### src/rtl/rect_flow_ctrl_pkg.sv
// -----------------------------------------------------------------------------
// rect_flow_ctrl_pkg
// Shared types and sizing helpers for the stereo rectification admission
// controller. The FSM state enum lives here together with the functions
// that derive beats-per-line and counter widths from the image geometry.
// No ports (package).
// -----------------------------------------------------------------------------
package rect_flow_ctrl_pkg;

  typedef enum logic [1:0] {
    IDLE     = 2'd0,
    WAIT_SOF = 2'd1,
    ACTIVE   = 2'd2
  } state_e;

  // Beats per image line.
  function automatic int bpl_f(input int width, input int nppc);
    return width / nppc;
  endfunction

  // Width of a counter that indexes 0..n-1 (at least one bit).
  function automatic int cnt_w_f(input int n);
    return (n <= 1) ? 1 : $clog2(n);
  endfunction

  // Width of a counter that holds 0..depth inclusive.
  function automatic int credit_w_f(input int depth);
    return $clog2(depth + 1);
  endfunction

endpackage

### src/rtl/rect_flow_ctrl_if.sv
// -----------------------------------------------------------------------------
// rect_flow_ctrl_if
// Groups the paired left/right AXI-stream sideband handshake, the datapath
// issue strobe with its generated flags, and the output FIFO pop strobe.
//   master : upstream/downstream environment (drives streams and fifo_pop)
//   slave  : rect_flow_ctrl (drives treadys and the pipe_* issue signals)
// -----------------------------------------------------------------------------
interface rect_flow_ctrl_if;

  logic s_axis_l_tvalid;
  logic s_axis_l_tuser;
  logic s_axis_l_tlast;
  logic s_axis_r_tvalid;
  logic s_axis_r_tuser;
  logic s_axis_r_tlast;
  logic s_axis_l_tready;
  logic s_axis_r_tready;
  logic pipe_en;
  logic pipe_tuser;
  logic pipe_tlast;
  logic fifo_pop;

  modport master (
    output s_axis_l_tvalid, s_axis_l_tuser, s_axis_l_tlast,
    output s_axis_r_tvalid, s_axis_r_tuser, s_axis_r_tlast,
    output fifo_pop,
    input  s_axis_l_tready, s_axis_r_tready,
    input  pipe_en, pipe_tuser, pipe_tlast
  );

  modport slave (
    input  s_axis_l_tvalid, s_axis_l_tuser, s_axis_l_tlast,
    input  s_axis_r_tvalid, s_axis_r_tuser, s_axis_r_tlast,
    input  fifo_pop,
    output s_axis_l_tready, s_axis_r_tready,
    output pipe_en, pipe_tuser, pipe_tlast
  );

endinterface

### src/rtl/rect_flow_ctrl_credit_chk.sv
// -----------------------------------------------------------------------------
// rect_credit_cnt_chk
// Property checker for the credit counter: the count never exceeds the FIFO
// depth and a decrement is never requested while no credit is available.
// Ports: i_clk, i_rst_n, i_dec (issue strobe), i_credits (current count).
// -----------------------------------------------------------------------------
module rect_credit_cnt_chk #(
  parameter int FIFO_DEPTH = 16,
  parameter int CRD_W      = 5
) (
  input logic             i_clk,
  input logic             i_rst_n,
  input logic             i_dec,
  input logic [CRD_W-1:0] i_credits
);

  a_no_overflow : assert property (@(posedge i_clk) disable iff (!i_rst_n)
    i_credits <= CRD_W'(FIFO_DEPTH));

  a_no_underflow : assert property (@(posedge i_clk) disable iff (!i_rst_n)
    i_dec |-> (i_credits != {CRD_W{1'b0}}));

endmodule

### src/rtl/rect_flow_ctrl_credit_cnt.sv
// -----------------------------------------------------------------------------
// rect_credit_cnt
// Saturating up/down credit counter tracking guaranteed output FIFO space.
// Resets to FIFO_DEPTH. i_dec consumes a credit, i_inc returns one; both in
// the same cycle leave the count unchanged. A return while already full is
// ignored.
// Ports: i_clk, i_rst_n (async, active-low), i_dec, i_inc, o_credits.
// -----------------------------------------------------------------------------
module rect_credit_cnt #(
  parameter int FIFO_DEPTH = 16,
  parameter int CRD_W      = 5
) (
  input  logic             i_clk,
  input  logic             i_rst_n,
  input  logic             i_dec,
  input  logic             i_inc,
  output logic [CRD_W-1:0] o_credits
);

  localparam logic [CRD_W-1:0] CRD_FULL = CRD_W'(FIFO_DEPTH);

  logic [CRD_W-1:0] r_credits;
  logic [CRD_W-1:0] w_credits_nxt;
  logic             w_inc_eff;
  logic             w_dec_eff;

  // Next credit value with saturation at both ends.
  always_comb begin
    w_inc_eff     = i_inc & (r_credits != CRD_FULL);
    w_dec_eff     = i_dec & (r_credits != {CRD_W{1'b0}});
    w_credits_nxt = r_credits;
    case ({w_inc_eff, w_dec_eff})
      2'b10:   w_credits_nxt = r_credits + CRD_W'(1);
      2'b01:   w_credits_nxt = r_credits - CRD_W'(1);
      default: w_credits_nxt = r_credits;
    endcase
  end

  // Credit register.
  always_ff @(posedge i_clk or negedge i_rst_n) begin
    if (!i_rst_n) begin
      r_credits <= CRD_FULL;
    end else begin
      r_credits <= w_credits_nxt;
    end
  end

  assign o_credits = r_credits;

  rect_credit_cnt_chk #(
    .FIFO_DEPTH (FIFO_DEPTH),
    .CRD_W      (CRD_W)
  ) u_chk (
    .i_clk     (i_clk),
    .i_rst_n   (i_rst_n),
    .i_dec     (i_dec),
    .i_credits (r_credits)
  );

endmodule

### src/rtl/rect_flow_ctrl.sv
// -----------------------------------------------------------------------------
// rect_flow_ctrl
// Admission controller in front of the non-stallable rectification pipeline.
// Pairs left/right beats, issues them only when the output FIFO has a credit,
// aligns to start of frame, regenerates SOF/EOL from position counters and
// flags stream protocol errors.
// Ports:
//   aclk, aresetn   clock, async active-low reset
//   enable          level-sensitive run request
//   s_if (slave)    paired stream handshake, pipe issue strobe/flags, fifo_pop
//   busy            registered, state != IDLE
//   frame_cnt       completed frames (wrapping)
//   err_sof/eol/lr  one-cycle error pulses, registered one cycle after the beat
// -----------------------------------------------------------------------------
module rect_flow_ctrl
  import rect_flow_ctrl_pkg::*;
#(
  parameter int WIDTH      = 640,
  parameter int HEIGHT     = 480,
  parameter int NPPC       = 4,
  parameter int LATENCY    = 10,
  parameter int FIFO_DEPTH = 16
) (
  input  logic                  aclk,
  input  logic                  aresetn,
  input  logic                  enable,
  rect_flow_ctrl_if.slave       s_if,
  output logic                  busy,
  output logic [15:0]           frame_cnt,
  output logic                  err_sof,
  output logic                  err_eol,
  output logic                  err_lr
);

  localparam int BPL   = bpl_f(WIDTH, NPPC);
  localparam int COL_W = cnt_w_f(BPL);
  localparam int ROW_W = cnt_w_f(HEIGHT);
  localparam int CRD_W = credit_w_f(FIFO_DEPTH);

  localparam logic [COL_W-1:0] COL_LAST = COL_W'(BPL - 1);
  localparam logic [ROW_W-1:0] ROW_LAST = ROW_W'(HEIGHT - 1);

  // Without LATENCY+1 entries an in-flight beat could find the FIFO full.
  if (FIFO_DEPTH < LATENCY + 1) begin : g_depth_chk
    $error("rect_flow_ctrl: FIFO_DEPTH must be >= LATENCY+1");
  end
  if ((WIDTH % NPPC) != 0) begin : g_width_chk
    $error("rect_flow_ctrl: WIDTH must be a multiple of NPPC");
  end

  state_e           r_state;
  state_e           w_next_state;
  logic [COL_W-1:0] r_col;
  logic [ROW_W-1:0] r_row;
  logic [COL_W-1:0] w_next_col;
  logic [ROW_W-1:0] w_next_row;
  logic [COL_W-1:0] w_pos_col;
  logic [ROW_W-1:0] w_pos_row;
  logic [15:0]      r_frame_cnt;
  logic             r_busy;
  logic             r_err_sof;
  logic             r_err_eol;
  logic             r_err_lr;
  logic             w_err_sof;
  logic             w_err_eol;
  logic             w_err_lr;
  logic             w_both_v;
  logic             w_credit_ok;
  logic             w_tready;
  logic             w_issue;
  logic             w_frame_done;
  logic [CRD_W-1:0] w_credits;

  assign w_both_v    = s_if.s_axis_l_tvalid & s_if.s_axis_r_tvalid;
  assign w_credit_ok = (w_credits != {CRD_W{1'b0}});

  rect_credit_cnt #(
    .FIFO_DEPTH (FIFO_DEPTH),
    .CRD_W      (CRD_W)
  ) u_credit (
    .i_clk     (aclk),
    .i_rst_n   (aresetn),
    .i_dec     (w_issue),
    .i_inc     (s_if.fifo_pop),
    .o_credits (w_credits)
  );

  // FSM next state, handshake, error detection and position advance.
  always_comb begin
    w_next_state = r_state;
    w_tready     = 1'b0;
    w_issue      = 1'b0;
    w_pos_col    = {COL_W{1'b0}};
    w_pos_row    = {ROW_W{1'b0}};
    w_next_col   = r_col;
    w_next_row   = r_row;
    w_frame_done = 1'b0;
    w_err_sof    = 1'b0;
    w_err_eol    = 1'b0;
    w_err_lr     = 1'b0;

    case (r_state)
      IDLE: begin
        if (enable) begin
          w_next_state = WAIT_SOF;
        end else begin
          w_next_state = IDLE;
        end
      end

      WAIT_SOF: begin
        if (!enable) begin
          w_next_state = IDLE;
        end else if (w_both_v && s_if.s_axis_l_tuser) begin
          // An SOF beat is held (not acked) until a credit is available.
          w_tready = w_credit_ok;
          w_issue  = w_credit_ok;
          if (w_credit_ok) begin
            w_next_state = ACTIVE;
          end else begin
            w_next_state = WAIT_SOF;
          end
        end else begin
          // Beats ahead of the first SOF are acked and dropped.
          w_tready = w_both_v;
        end
      end

      ACTIVE: begin
        w_tready = w_both_v & w_credit_ok;
        w_issue  = w_both_v & w_credit_ok;
        if (w_issue) begin
          // A stray SOF restarts the frame at this beat.
          if (s_if.s_axis_l_tuser &&
              !((r_row == {ROW_W{1'b0}}) && (r_col == {COL_W{1'b0}}))) begin
            w_err_sof = 1'b1;
            w_pos_col = {COL_W{1'b0}};
            w_pos_row = {ROW_W{1'b0}};
          end else begin
            w_pos_col = r_col;
            w_pos_row = r_row;
          end
          w_err_eol = s_if.s_axis_l_tlast != (w_pos_col == COL_LAST);
          w_err_lr  = (s_if.s_axis_l_tuser != s_if.s_axis_r_tuser) |
                      (s_if.s_axis_l_tlast != s_if.s_axis_r_tlast);
        end else begin
          w_err_sof = 1'b0;
        end
      end

      default: begin
        w_next_state = IDLE;
      end
    endcase

    // Counters are authoritative: advance from the issued beat's position.
    if (w_issue) begin
      if (w_pos_col == COL_LAST) begin
        w_next_col = {COL_W{1'b0}};
        if (w_pos_row == ROW_LAST) begin
          w_frame_done = 1'b1;
          w_next_row   = {ROW_W{1'b0}};
          w_next_state = enable ? WAIT_SOF : IDLE;
        end else begin
          w_next_row = w_pos_row + ROW_W'(1);
        end
      end else begin
        w_next_col = w_pos_col + COL_W'(1);
        w_next_row = w_pos_row;
      end
    end else begin
      w_frame_done = 1'b0;
    end
  end

  // State, position, frame count, busy and error pulse registers.
  always_ff @(posedge aclk or negedge aresetn) begin
    if (!aresetn) begin
      r_state     <= IDLE;
      r_col       <= {COL_W{1'b0}};
      r_row       <= {ROW_W{1'b0}};
      r_frame_cnt <= 16'd0;
      r_busy      <= 1'b0;
      r_err_sof   <= 1'b0;
      r_err_eol   <= 1'b0;
      r_err_lr    <= 1'b0;
    end else begin
      r_state     <= w_next_state;
      r_col       <= w_next_col;
      r_row       <= w_next_row;
      r_frame_cnt <= w_frame_done ? (r_frame_cnt + 16'd1) : r_frame_cnt;
      r_busy      <= (w_next_state != IDLE);
      r_err_sof   <= w_err_sof;
      r_err_eol   <= w_err_eol;
      r_err_lr    <= w_err_lr;
    end
  end

  // Issue is zero-cycle: tready and pipe_en follow the current handshake.
  assign s_if.s_axis_l_tready = w_tready;
  assign s_if.s_axis_r_tready = w_tready;
  assign s_if.pipe_en         = w_issue;
  assign s_if.pipe_tuser      = w_issue & (w_pos_row == {ROW_W{1'b0}}) &
                                (w_pos_col == {COL_W{1'b0}});
  assign s_if.pipe_tlast      = w_issue & (w_pos_col == COL_LAST);

  assign busy      = r_busy;
  assign frame_cnt = r_frame_cnt;
  assign err_sof   = r_err_sof;
  assign err_eol   = r_err_eol;
  assign err_lr    = r_err_lr;

endmodule

### src/flat_wrapper.sv
// flat-port wrapper written by rule: the top's interface ports become plain ports
module rect_flow_ctrl_flat import rect_flow_ctrl_pkg::*;
#(
  parameter int WIDTH      = 640,
  parameter int HEIGHT     = 480,
  parameter int NPPC       = 4,
  parameter int LATENCY    = 10,
  parameter int FIFO_DEPTH = 16
)
  (aclk, aresetn, enable, busy, frame_cnt, err_sof, err_eol, err_lr, s_if_s_axis_l_tvalid, s_if_s_axis_l_tuser, s_if_s_axis_l_tlast, s_if_s_axis_r_tvalid, s_if_s_axis_r_tuser, s_if_s_axis_r_tlast, s_if_fifo_pop, s_if_s_axis_l_tready, s_if_s_axis_r_tready, s_if_pipe_en, s_if_pipe_tuser, s_if_pipe_tlast);
  rect_flow_ctrl_if s_if_i ();
  input  logic aclk;
  input  logic aresetn;
  input  logic enable;
  output logic busy;
  output logic [15:0] frame_cnt;
  output logic err_sof;
  output logic err_eol;
  output logic err_lr;
  input wire logic [$bits(s_if_i.s_axis_l_tvalid)-1:0] s_if_s_axis_l_tvalid;
  input wire logic [$bits(s_if_i.s_axis_l_tuser)-1:0] s_if_s_axis_l_tuser;
  input wire logic [$bits(s_if_i.s_axis_l_tlast)-1:0] s_if_s_axis_l_tlast;
  input wire logic [$bits(s_if_i.s_axis_r_tvalid)-1:0] s_if_s_axis_r_tvalid;
  input wire logic [$bits(s_if_i.s_axis_r_tuser)-1:0] s_if_s_axis_r_tuser;
  input wire logic [$bits(s_if_i.s_axis_r_tlast)-1:0] s_if_s_axis_r_tlast;
  input wire logic [$bits(s_if_i.fifo_pop)-1:0] s_if_fifo_pop;
  output wire logic [$bits(s_if_i.s_axis_l_tready)-1:0] s_if_s_axis_l_tready;
  output wire logic [$bits(s_if_i.s_axis_r_tready)-1:0] s_if_s_axis_r_tready;
  output wire logic [$bits(s_if_i.pipe_en)-1:0] s_if_pipe_en;
  output wire logic [$bits(s_if_i.pipe_tuser)-1:0] s_if_pipe_tuser;
  output wire logic [$bits(s_if_i.pipe_tlast)-1:0] s_if_pipe_tlast;
  assign s_if_i.s_axis_l_tvalid = s_if_s_axis_l_tvalid;
  assign s_if_i.s_axis_l_tuser = s_if_s_axis_l_tuser;
  assign s_if_i.s_axis_l_tlast = s_if_s_axis_l_tlast;
  assign s_if_i.s_axis_r_tvalid = s_if_s_axis_r_tvalid;
  assign s_if_i.s_axis_r_tuser = s_if_s_axis_r_tuser;
  assign s_if_i.s_axis_r_tlast = s_if_s_axis_r_tlast;
  assign s_if_i.fifo_pop = s_if_fifo_pop;
  assign s_if_s_axis_l_tready = s_if_i.s_axis_l_tready;
  assign s_if_s_axis_r_tready = s_if_i.s_axis_r_tready;
  assign s_if_pipe_en = s_if_i.pipe_en;
  assign s_if_pipe_tuser = s_if_i.pipe_tuser;
  assign s_if_pipe_tlast = s_if_i.pipe_tlast;
  rect_flow_ctrl #(.WIDTH(WIDTH), .HEIGHT(HEIGHT), .NPPC(NPPC), .LATENCY(LATENCY), .FIFO_DEPTH(FIFO_DEPTH)) u_core (.aclk(aclk), .aresetn(aresetn), .enable(enable), .s_if(s_if_i), .busy(busy), .frame_cnt(frame_cnt), .err_sof(err_sof), .err_eol(err_eol), .err_lr(err_lr));
endmodule
### config.mk
export PLATFORM = sky130hd
export DESIGN_NAME = rect_flow_ctrl_flat
export DESIGN_NICKNAME = d
export VERILOG_FILES = /design/src/rtl/rect_flow_ctrl_pkg.sv /design/src/rtl/rect_flow_ctrl_if.sv /design/src/rtl/rect_flow_ctrl_credit_chk.sv /design/src/rtl/rect_flow_ctrl_credit_cnt.sv /design/src/rtl/rect_flow_ctrl.sv /design/src/flat_wrapper.sv
export SDC_FILE = /design/constraint.sdc
export NUM_CORES = 1
export LEC_CHECK = 0
export BUFFER_PORTS_ARGS = -buffer_cell sky130_fd_sc_hd__buf_2
export CORE_MARGIN = 1
export CORE_UTILIZATION = 45
export DETAILED_ROUTE_END_ITERATION = 8
export PLACE_DENSITY = 0.73
export SETUP_SLACK_MARGIN = 0.4
export SLEW_MARGIN = 20
export SYNTH_ARGS = -nofsm -noshare
export SYNTH_HDL_FRONTEND = slang
export SYNTH_SLANG_ARGS = --single-unit
### constraint.sdc
create_clock -name aclk -period 10.17 [get_ports aclk]
set_clock_uncertainty 0.15 [all_clocks]
set_input_delay 1.017 -clock aclk [delete_from_list [all_inputs] [get_ports aclk]]
set_output_delay 1.017 -clock aclk [all_outputs]
set_load 0.02 [all_outputs]
==> results of run 1 <==
## layer usage
| layer | vias up | GRT usage [%] |
|---|---|---|
| li1 | 1103 | - |
| met1 | 1075 | 25.2 |
| met2 | 61 | 32.5 |
| met3 | 5 | 4.09 |
| met4 | 0 | 7.68 |
| met5 | - | 0 |
## path summary, 6_finish.rpt
kind | endpoint | slack, ns
min reg2reg | u_core.frame_cnt[15] | 0.32
max in group asynchronous | u_core.frame_cnt[14] | 8.94
min | u_core.frame_cnt[15] | 0.32
max reg2reg | u_core.frame_cnt[15] | 6.22
min in group asynchronous | u_core.frame_cnt[8] | 0.54
max | s_if_pipe_tlast | 5.32
## state kept, by name, summed over array words and instances (netlist names)
name and cells:
u_core.r_state 2, u_core.r_row 9, u_core.r_col 8, u_core.err_eol 1, u_core.u_credit.o_credits 5, u_core.err_lr 1, u_core.busy 1, u_core.err_sof 1
u_core.frame_cnt 16
## cell type report
cell class / count / area [µm²] / area share [%]
Timing Repair Buffer: 34 / 173 / 5.61
Clock inverter: 3 / 46.3 / 1.50
Sequential cell: 44 / 1100 / 35.8
Multi-Input combinational cell: 217 / 1530 / 49.6
Tap cell: 75 / 93.8 / 3.05
Inverter: 18 / 67.6 / 2.20
Clock buffer: 5 / 68.8 / 2.24
## power breakdown
part	switching (mW)	internal, mW
sequential	0.0329	0.198
combinational	0.0556	0.0411
clock	0.0661	0.0741
## placed cells by master, fill, tap and decap left out, types with 5 or more instances in the layout
cell / synthesis / final
nand4_1: 11 / 11
buf_2: 2 / 33
nor3_1: 10 / 10
nor2_1: 17 / 17
nand3_1: 17 / 17
ha_1: 13 / 13
clkbuf_8: 0 / 5
a21oi_1: 10 / 10
xnor2_1: 12 / 12
xor2_1: 12 / 12
a31oi_1: 6 / 6
o21ai_0: 13 / 13
inv_1: 18 / 18
dfrtp_1: 43 / 43
nand2_1: 31 / 31
## logic make-up (layout without fill, tap and decap cells)
group,after synthesis,after routing,share of synthesized area (%)
AND/OR/NAND/NOR,121,121,25.6
AO/OA/AOI/OAI,52,52,13.4
flip-flops,44,44,40.2
buffers and inverters,27,60,4.24
XOR/XNOR,24,24,7.66
adder cells (fa/ha/maj),14,14,6.66
multiplexers,6,6,2.28
## worst max-delay path: stages, from the launching register on
cell      delay (ns)
dfrtp_1         0.44
inv_1           0.11
ha_1            0.25
nand3_1         0.25
a211oi_2        0.55
nand2_1         0.16
inv_1           0.10
ha_1            0.23
nand4_1         0.25
a2111o_1        0.50
nor2_1          0.31
buf_2           0.23
## metrics by stage
stage               utilization (%)  instance area (µm²)  worst slack (ns)
floorplan                         -                 2740              5.92
global placement               50.3                 2960              5.54
detailed placement             50.3                 2960              5.33
CTS                            52.2                 3070              5.31
global route                   52.3                 3080              5.03
finish                         52.3                 3080              5.32
==> flow_summary.json, run 1 <==
{
  "ys_types": 58,
  "clk_latency_ns": 0.31,
  "start_util_pct": 46.6,
  "numCtsBuffers": 5,
  "ios": 35,
  "tritoncts": "yes",
  "power_density_nw_per_um2": 152,
  "startpoint": "u_core.r_state[0]",
  "worstPathArrival_ns": 3.68,
  "drive_gt1_share_pct": 19.0,
  "core_um2": 5890,
  "ys_ff_latch": 44,
  "tightest_slew_ns": 1.05,
  "period_needed_ns": 4.85,
  "synth_area_leaders": "dfrtp_1 39%, ha_1 5.9%, nand2_1 4.2%",
  "numPortBuffers": 34,
  "hp-start": "u_core.frame_cnt[15]",
  "dp_hpwl_mm": 4.39,
  "synth_warnings": 0,
  "synth_most_common_cell": "dfrtp_1",
  "area_growth_pct": 12.1,
  "cts_root_buf": "clkbuf_8",
  "max-cap-violations": 0,
  "wl_met3_um": 309,
  "timing.rr.start": "u_core.r_state[0]",
  "cts-resized-gates": 0,
  "wl_met1_mm": 2.63,
  "grt_pass1_vias": 2098,
  "syn_inst": 288,
  "htree_levels": 2,
  "ys_seq_area_share_pct": 40.2,
  "grt.total_usage_pct": 19.7,
  "antenna_found_initial": 0,
  "drt_first_pass_iters": 6,
  "syn-num-nets": 312,
  "finalWirelength_mm": 5.95,
  "via_count": 2244,
  "rows": 28,
  "via_per_inst": 5.67,
  "finalHoldViolations": 0,
  "ant_nets": 0,
  "wl_per_cell_um": 15.0,
  "path_clk_slew_ns": 0.09,
  "ir_drop_mv": 0.114,
  "ctsHoldBuffers": 0,
  "die-area_um2": 6410,
  "grt_setup_unrepaired": "no",
  "grt_overflow_total": 0,
  "grt_max_degree": 45,
  "cts_buffer_depth": 2,
  "violations": "design-rule violations",
  "hp-class": "flip-flop to flip-flop",
  "power_leakage_nw": 1.44,
  "final_cells": 396,
  "status": "finished, violations left",
  "timing.setup.tns_ns": 0,
  "post_cts_buffers": 0,
  "synth_ff_type": "dfrtp_1",
  "antenna_cells": 0,
  "cts_sinks": 44,
  "postSynthAreaPerCell_um2": 9.53,
  "start_kind": "flip-flop",
  "netlist.area_leader.share_pct": 39.2,
  "grt_pass1_wl_mm": 9.63,
  "hold_ws_ns": 0.319,
  "highest_layer": "met4",
  "slew_headroom_pct": 29.8,
  "path_max_fanout": 10,
  "power_uw": 468,
  "fp.dieH_um": 80.1,
  "netlist_top_cells_count": "43 x dfrtp_1, 31 x nand2_1, 18 x inv_1",
  "ff2ff_path_depth": 12,
  "synthArstFlopShare_pct": 100,
  "critical_path_class": "flip-flop to primary output",
  "clock.fmax_mhz": 206,
  "critPathCaptureType": "primary output",
  "route.met2.wl_mm": 2.93,
  "dp.cells": 388,
  "hold_depth": 1,
  "n_fill_cell": 544,
  "yosysTopAreaCell": "dfrtp_1",
  "drt_iter0_drc": 116,
  "period_share_pct": 47.7,
  "slew_viol_final": 0,
  "routabilityCongestion": 0.901,
  "netlist_area_um2": 2740,
  "setup_violations": 0,
  "die_width_um": 80.1,
  "synth_edf_count": 0,
  "final_nets": 344,
  "crit_required_ns": 9.00,
  "drc": 2
}
No activity file was read; power rests on OpenSTA's default activity.
==> run 2, diff against run 1 <==
--- a/config.mk
+++ b/config.mk
@@ -5,11 +5,12 @@
 export SDC_FILE = /design/constraint.sdc
 export NUM_CORES = 1
 export LEC_CHECK = 0
+export ABC_AREA = 1
 export BUFFER_PORTS_ARGS = -buffer_cell sky130_fd_sc_hd__buf_2
 export CORE_MARGIN = 1
 export CORE_UTILIZATION = 45
 export DETAILED_ROUTE_END_ITERATION = 8
-export PLACE_DENSITY = 0.73
+export PLACE_DENSITY = 0.74
 export SETUP_SLACK_MARGIN = 0.4
 export SLEW_MARGIN = 20
 export SYNTH_ARGS = -nofsm -noshare
==> constraint.sdc (replaced) <==
create_clock -name aclk -period 4.1 [get_ports aclk]
set_clock_uncertainty 0.15 [all_clocks]
set_input_delay 0.41 -clock aclk [delete_from_list [all_inputs] [get_ports aclk]]
set_output_delay 0.41 -clock aclk [all_outputs]
set_load 0.02 [all_outputs]
==> run 2 against run 1 <==
  * The run ends with negative hold slack left
  * Routed wire length is 27% higher
  * Synthesized cell count is 48% higher
  * Combinational power grew to 4.3 times the previous value
  * Critical path type unchanged
==> flow_summary.json, run 2 <==
{
  "via_count": 2966,
  "yosysTopAreaCell": "dfrtp_1",
  "startpoint": "u_core.r_state[0]",
  "p_int_uw": 813,
  "numCtsBuffers": 5,
  "grt_max_degree": 45,
  "n_fill_cell": 676,
  "final_nets": 493,
  "synthArstFlopShare_pct": 100,
  "slew_headroom_pct": 61.0,
  "synth_edf_count": 0,
  "dp_hpwl_mm": 5.40,
  "drt_first_pass_iters": 5,
  "antenna_cells": 0,
  "via_per_inst": 5.24,
  "ios": 35,
  "cts_sinks": 44,
  "clock.fmax_mhz": 289,
  "path_max_fanout": 10,
  "timing.setup.tns_ns": 0,
  "p_sw_uw": 499,
  "core_um2": 6870,
  "ys_types": 42,
  "most-common-layout-cells": "94 x nand2_1, 56 x inv_1, 42 x dfrtp_1",
  "ant_nets": 0,
  "final_cells": 566,
  "path_clk_slew_ns": 0.08,
  "dp_slack_ns": 0.675,
  "rows": 30,
  "max-cap-violations": 0,
  "cts_buffer_depth": 2,
  "reg2reg_to": "u_core.r_col[7]",
  "crit_required_ns": 3.54,
  "tritoncts": "yes",
  "grt.total_usage_pct": 21.7,
  "slew_viol_final": 0,
  "tightest_slew_ns": 0.585,
  "power_frac_comb_pct": 31.4,
  "violations": "negative hold slack",
  "postSynthAreaPerCell_um2": 7.60,
  "period_needed_ns": 3.46,
  "grt_setup_unrepaired": "no",
  "cts_root_buf": "clkbuf_8",
  "setup_ws_ns": 0.643,
  "synth_warnings": 0,
  "grt_pass1_wl_mm": 13.0,
  "seq_power_share_pct": 46.6,
  "htree_levels": 2,
  "hold_ws_ns": -0.0521,
  "start_kind": "flip-flop",
  "routabilityCongestion": 0.938,
  "die-area_um2": 7560,
  "fp.dieH_um": 86.9,
  "syn-num-nets": 451,
  "ff2ff_path_depth": 14,
  "clk_latency_ns": 0.30,
  "finalHoldViolations": 43,
  "swShare_pct": 38.0,
  "synth_area_leaders": "dfrtp_1 33%, nand2_1 11%, inv_1 6.5%",
  "power_mw": 1.31,
  "antenna_found_initial": 0,
  "final_common_cell": "nand2_1",
  "ir_drop_mv": 0.199,
  "ys_seq_area_share_pct": 34.0,
  "hp-class": "input pin to async pin",
  "r2r_slack_ns": 0.96,
  "start_util_pct": 47.2,
  "worstPathArrival_ns": 2.90,
  "synth_ff_type": "dfrtp_1",
  "die_width_um": 86.9,
  "netlist_top_cells_count": "94 x nand2_1, 56 x inv_1, 43 x dfrtp_1",
  "finalWirelength_mm": 7.53,
  "numPortBuffers": 34,
  "dpl_cell_area_um2": 3440,
  "period_share_pct": 84.3,
  "netlist_area_um2": 3250,
  "final_area_um2": 3630,
  "power_density_nw_per_um2": 362,
  "grt_overflow_total": 0,
  "dp.cells": 547,
  "endpoint": "s_if_pipe_tlast",
  "critPathCaptureType": "primary output",
  "setup_violations": 0,
  "syn_inst": 427,
  "synth_most_common_cell": "nand2_1",
  "critical_path_class": "flip-flop to primary output",
  "ys_ff_latch": 44,
  "drive_gt1_share_pct": 19.1,
  "drt_iter0_drc": 218,
  "status": "finished, violations left",
  "area_growth_pct": 11.7,
  "wl_per_cell_um": 13.3,
  "timing.rr.start": "u_core.r_state[0]",
  "p_clk_share_pct": 22.0,
  "grt_pass1_vias": 2767,
  "netlist.area_leader.share_pct": 33.2,
  "largest_reg_flops": 16,
  "drc": 0,
  "power_leakage_nw": 1.91
}
-- run 2: worst min path at each step --
stage / to / slack (ns) / depth (start not counted)
2_1_floorplan: u_core.busy / -0.04 / 0
3_3_place_gp: u_core.frame_cnt[13] / 0.35 / 2
3_5_place_dp: u_core.frame_cnt[13] / 0.36 / 2
4_1_cts: u_core.err_lr / 0.17 / 1
5_1_grt: u_core.err_lr / 0.008 / 1
6_report: u_core.err_eol / -0.05 / 1
-- run 2: final cells by class --
type	count	area [µm²]	area share, %
clock buffers	8	90.1	2.48
inverters	63	239	6.59
multi-input cells	310	1820	50.1
flip-flops and latches	44	1100	30.4
well taps	96	120	3.31
repair buffers	45	255	7.04
-- run 2: what timing repair did --
action	CTS	global route
resized for setup	1	2
pin swaps	1	3
setup endpoints to repair	1	1
gates cloned	1	0
buffers inserted	0	10
hold buffers	0	0
-- run 2: cell families (layout without fill, tap and decap cells) --
family,Yosys count,after routing,share of synthesized area [%]
flip-flops,44,44,34.0
adder cells (fa/ha/maj),14,14,5.63
multiplexers,1,1,0.308
buffers and inverters,74,116,10.4
AO/OA/AOI/OAI,39,39,6.40
XOR/XNOR,15,15,4.05
AND/OR/NAND/NOR,240,241,39.2
-- run 2: worst max-delay path: stages (launching register included) --
cell	delay (ns)
dfrtp_1	0.42
inv_1	0.13
ha_1	0.17
inv_1	0.05
nor2_2	0.18
nand2_4	0.12
nor3_2	0.24
ha_1	0.23
inv_1	0.08
nor3_4	0.27
inv_2	0.11
nor2_4	0.19
inv_4	0.07
nor2_8	0.15
buf_2	0.19
-- run 2: layer usage --
layer | track usage (%) | wire, µm | up-vias
met5 | 0 | 0 | -
met4 | 6.97 | 160 | 0
met3 | 2.94 | 394 | 15
met2 | 34.3 | 3420 | 101
met1 | 30.6 | 3550 | 1371
li1 | - | - | 1479
-- run 2: power groups by stage --
| stage | clock network, mW | registers (mW) | logic (mW) |
|---|---|---|---|
| after floorplan | 0 | 0.606 | 0.317 |
| after global placement | 0 | 0.616 | 0.390 |
| after detailed placement | 0 | 0.619 | 0.399 |
| after CTS | 0.297 | 0.610 | 0.402 |
| after global routing | 0.311 | 0.623 | 0.475 |
| final | 0.289 | 0.611 | 0.412 |
-- run 2: through the flow --
stage / hold WS [ns] / utilization [%]
detailed placement: 0.355 / 50.1
floorplan: -0.0356 / -
global route: 0.00784 / 52.8
finish: -0.0521 / 52.8
CTS: 0.171 / 51.6
global placement: 0.354 / 50.1
==> run 3, diff against run 2 <==
--- a/config.mk
+++ b/config.mk
@@ -5,12 +5,12 @@
 export SDC_FILE = /design/constraint.sdc
 export NUM_CORES = 1
 export LEC_CHECK = 0
-export ABC_AREA = 1
+export ABC_AREA = 0
 export BUFFER_PORTS_ARGS = -buffer_cell sky130_fd_sc_hd__buf_2
 export CORE_MARGIN = 1
 export CORE_UTILIZATION = 45
 export DETAILED_ROUTE_END_ITERATION = 8
-export PLACE_DENSITY = 0.74
+export PLACE_DENSITY = 0.73
 export SETUP_SLACK_MARGIN = 0.4
 export SLEW_MARGIN = 20
 export SYNTH_ARGS = -nofsm -noshare
==> constraint.sdc (replaced) <==
create_clock -name aclk -period 3.4 [get_ports aclk]
set_clock_uncertainty 0.15 [all_clocks]
set_input_delay 0.34 -clock aclk [delete_from_list [all_inputs] [get_ports aclk]]
set_output_delay 0.34 -clock aclk [all_outputs]
set_load 0.02 [all_outputs]
==> run 3 against run 2 <==
  * The run now ends clean
  * Via count is 17% lower
  * Global-route usage about the same
  * First-iteration DRC count decreased by 47%
  * Critical endpoint unchanged
==> flow_summary.json, run 3 (synthesis gave the netlist of run 1 again) <==
{
  "htree_levels": 2,
  "timing.rr.start": "u_core.r_state[0]",
  "r2r_slack_ns": 0.49,
  "grt_overflow_total": 0,
  "drt_first_pass_iters": 4,
  "cts_root_buf": "clkbuf_8",
  "worstPathArrival_ns": 2.47,
  "crit_buf_inv": 3,
  "hp-start": "s_if_s_axis_r_tlast",
  "tritoncts": "yes",
  "p_int_uw": 985,
  "hold_depth": 3,
  "slowest_delay_ns": 0.41,
  "dp_slack_ns": 0.0718,
  "p_sw_uw": 505,
  "grt_setup_unrepaired": "yes",
  "start_kind": "flip-flop",
  "cts_sinks": 44,
  "critPathCaptureType": "primary output",
  "final_nets": 376,
  "drt_iter0_drc": 116,
  "fp.dieH_um": 80.1,
  "core_um2": 5890,
  "period_share_pct": 87.2,
  "routabilityCongestion": 0.833,
  "critical_path_class": "flip-flop to primary output",
  "most-common-layout-cells": "41 x dfrtp_1, 32 x buf_2, 31 x nand2_1, 31 x buf_4",
  "hold_ws_ns": 0.150,
  "seq_power_share_pct": 46.4,
  "power_leakage_nw": 1.56,
  "tightest_slew_ns": 0.707,
  "setup_violations": 0,
  "die-area_um2": 6410,
  "p_clk_share_pct": 28.3,
  "power_mw": 1.49,
  "rows": 28,
  "final_common_cell": "dfrtp_1",
  "period_needed_ns": 2.96,
  "die_width_um": 80.1,
  "crit_required_ns": 2.91,
  "finalHoldViolations": 0,
  "drive_gt1_share_pct": 32.9,
  "status": "finished clean",
  "largest_reg_flops": 16,
  "utilization_pct": 59.2,
  "numCtsBuffers": 5,
  "cp_slowest_cell": "dfrtp_1",
  "hp-class": "input pin to flip-flop",
  "power_density_nw_per_um2": 428,
  "reg2reg_to": "u_core.frame_cnt[5]",
  "numPortBuffers": 34,
  "start_util_pct": 46.6,
  "ant_nets": 0,
  "antenna_cells": 0,
  "grt_pass1_vias": 2274,
  "ff2ff_path_depth": 14,
  "slew_headroom_pct": 52.5,
  "grt_pass1_wl_mm": 10.7,
  "slew_viol_final": 0,
  "clock.fmax_mhz": 337,
  "timing.setup.tns_ns": 0,
  "grt.total_usage_pct": 21.6,
  "path_clk_slew_ns": 0.10,
  "cts_buffer_depth": 2,
  "area_growth_pct": 27.0,
  "via_per_inst": 5.74,
  "n_fill_cell": 476,
  "path_cells": "inv_2, ha_4, nand3_4, a211oi_4, nand2_1, inv_2, ha_4, nand4_1, a2111o_1, nor2_4, buf_4",
  "via_count": 2455,
  "grt_max_degree": 45,
  "ios": 35,
  "hold_end": "u_core.err_lr",
  "finalWirelength_mm": 6.63,
  "ir_drop_mv": 0.227,
  "crit_family": "compound AO/OA/AOI/OAI gates",
  "antenna_found_initial": 0,
  "max-cap-violations": 0,
  "swShare_pct": 33.9,
  "wl_per_cell_um": 15.5,
  "drc": 0,
  "clk_latency_ns": 0.31,
  "dp_hpwl_mm": 4.42,
  "path_max_fanout": 5,
  "power_frac_comb_pct": 25.3,
  "setup_ws_ns": 0.437
}
-- run 3: changes by cell type in the layout (fill, tap and decap cells not counted), moves of 6 or more --
cell / before / now
a31oi_1: 0 / 6
buf_4: 12 / 31
inv_1: 56 / 13
nand2_1: 94 / 31
nand3_1: 40 / 16
nand4_1: 24 / 11
nor2_1: 40 / 16
o21ai_1: 8 / 1
xnor2_1: 5 / 12
-- run 3: what timing repair did --
action	4_1_cts	5_1_grt
resized for setup	13	16
endpoints found under the hold margin	0	43
setup buffers	8	17
hold buffers	0	1
setup endpoints to repair	33	24
pin swaps	6	12
-- run 3: cell type report --
type / instances / area (µm²) / share of cell area [%]
multi-input cells: 217 / 1670 / 48.0
flip-flops and latches: 44 / 1100 / 31.7
repair buffers: 66 / 425 / 12.2
well taps: 75 / 93.8 / 2.69
inverters: 18 / 75.1 / 2.15
clock buffers: 5 / 68.8 / 1.97
clock inverters: 3 / 46.3 / 1.33
-- run 3: power groups by stage --
stage | Clock (mW) | Sequential (mW) | Combinational [mW]
floorplan | 0 | 0.687 | 0.234
detailed placement | 0 | 0.705 | 0.305
finish | 0.422 | 0.691 | 0.378
CTS | 0.429 | 0.689 | 0.347
global placement | 0 | 0.701 | 0.301
global route | 0.460 | 0.704 | 0.417
-- run 3: worst max-delay path by stage --
stage / to / slack, ns / startpoint / cells past startpoint
after floorplan: u_core.frame_cnt[1] / 0.41 / u_core.r_state[0] / 12
after global placement: u_core.frame_cnt[1] / 0.31 / u_core.r_state[0] / 12
after detailed placement: u_core.frame_cnt[15] / 0.07 / u_core.r_state[0] / 13
after CTS: s_if_pipe_tlast / 0.35 / u_core.r_state[0] / 11
after global routing: s_if_pipe_tlast / 0.28 / u_core.r_state[0] / 11
final: s_if_pipe_tlast / 0.44 / u_core.r_state[0] / 11
-- run 3: metrics by stage --
step	cells	instance area, µm²
6_report	428	3490
5_1_grt	428	3490
4_1_cts	410	3290
3_5_place_dp	394	3050
3_3_place_gp	394	3050
2_1_floorplan	288	2800
-- run 3: routing by layer --
layer  GRT usage (%)  part of all wire, %  vias up
met3            4.43                  4.5        8
met4            9.82                  1.2        0
li1                -                    -     1167
met2            35.0                   49       70
met5               0                    0        -
met1            27.7                   45     1210
-- run 3: worst register-to-register path, stage by stage (launching register included) --
cell and delay (ns):
dfrtp_1 0.41, inv_2 0.10, ha_4 0.18, buf_4 0.12, and3_2 0.25, o21ai_4 0.10
nor3_2 0.23, ha_4 0.22, nand2_1 0.10, nor3b_2 0.19, buf_6 0.17, nand4_4 0.18
buf_4 0.18, nor2_1 0.10, xor2_1 0.15
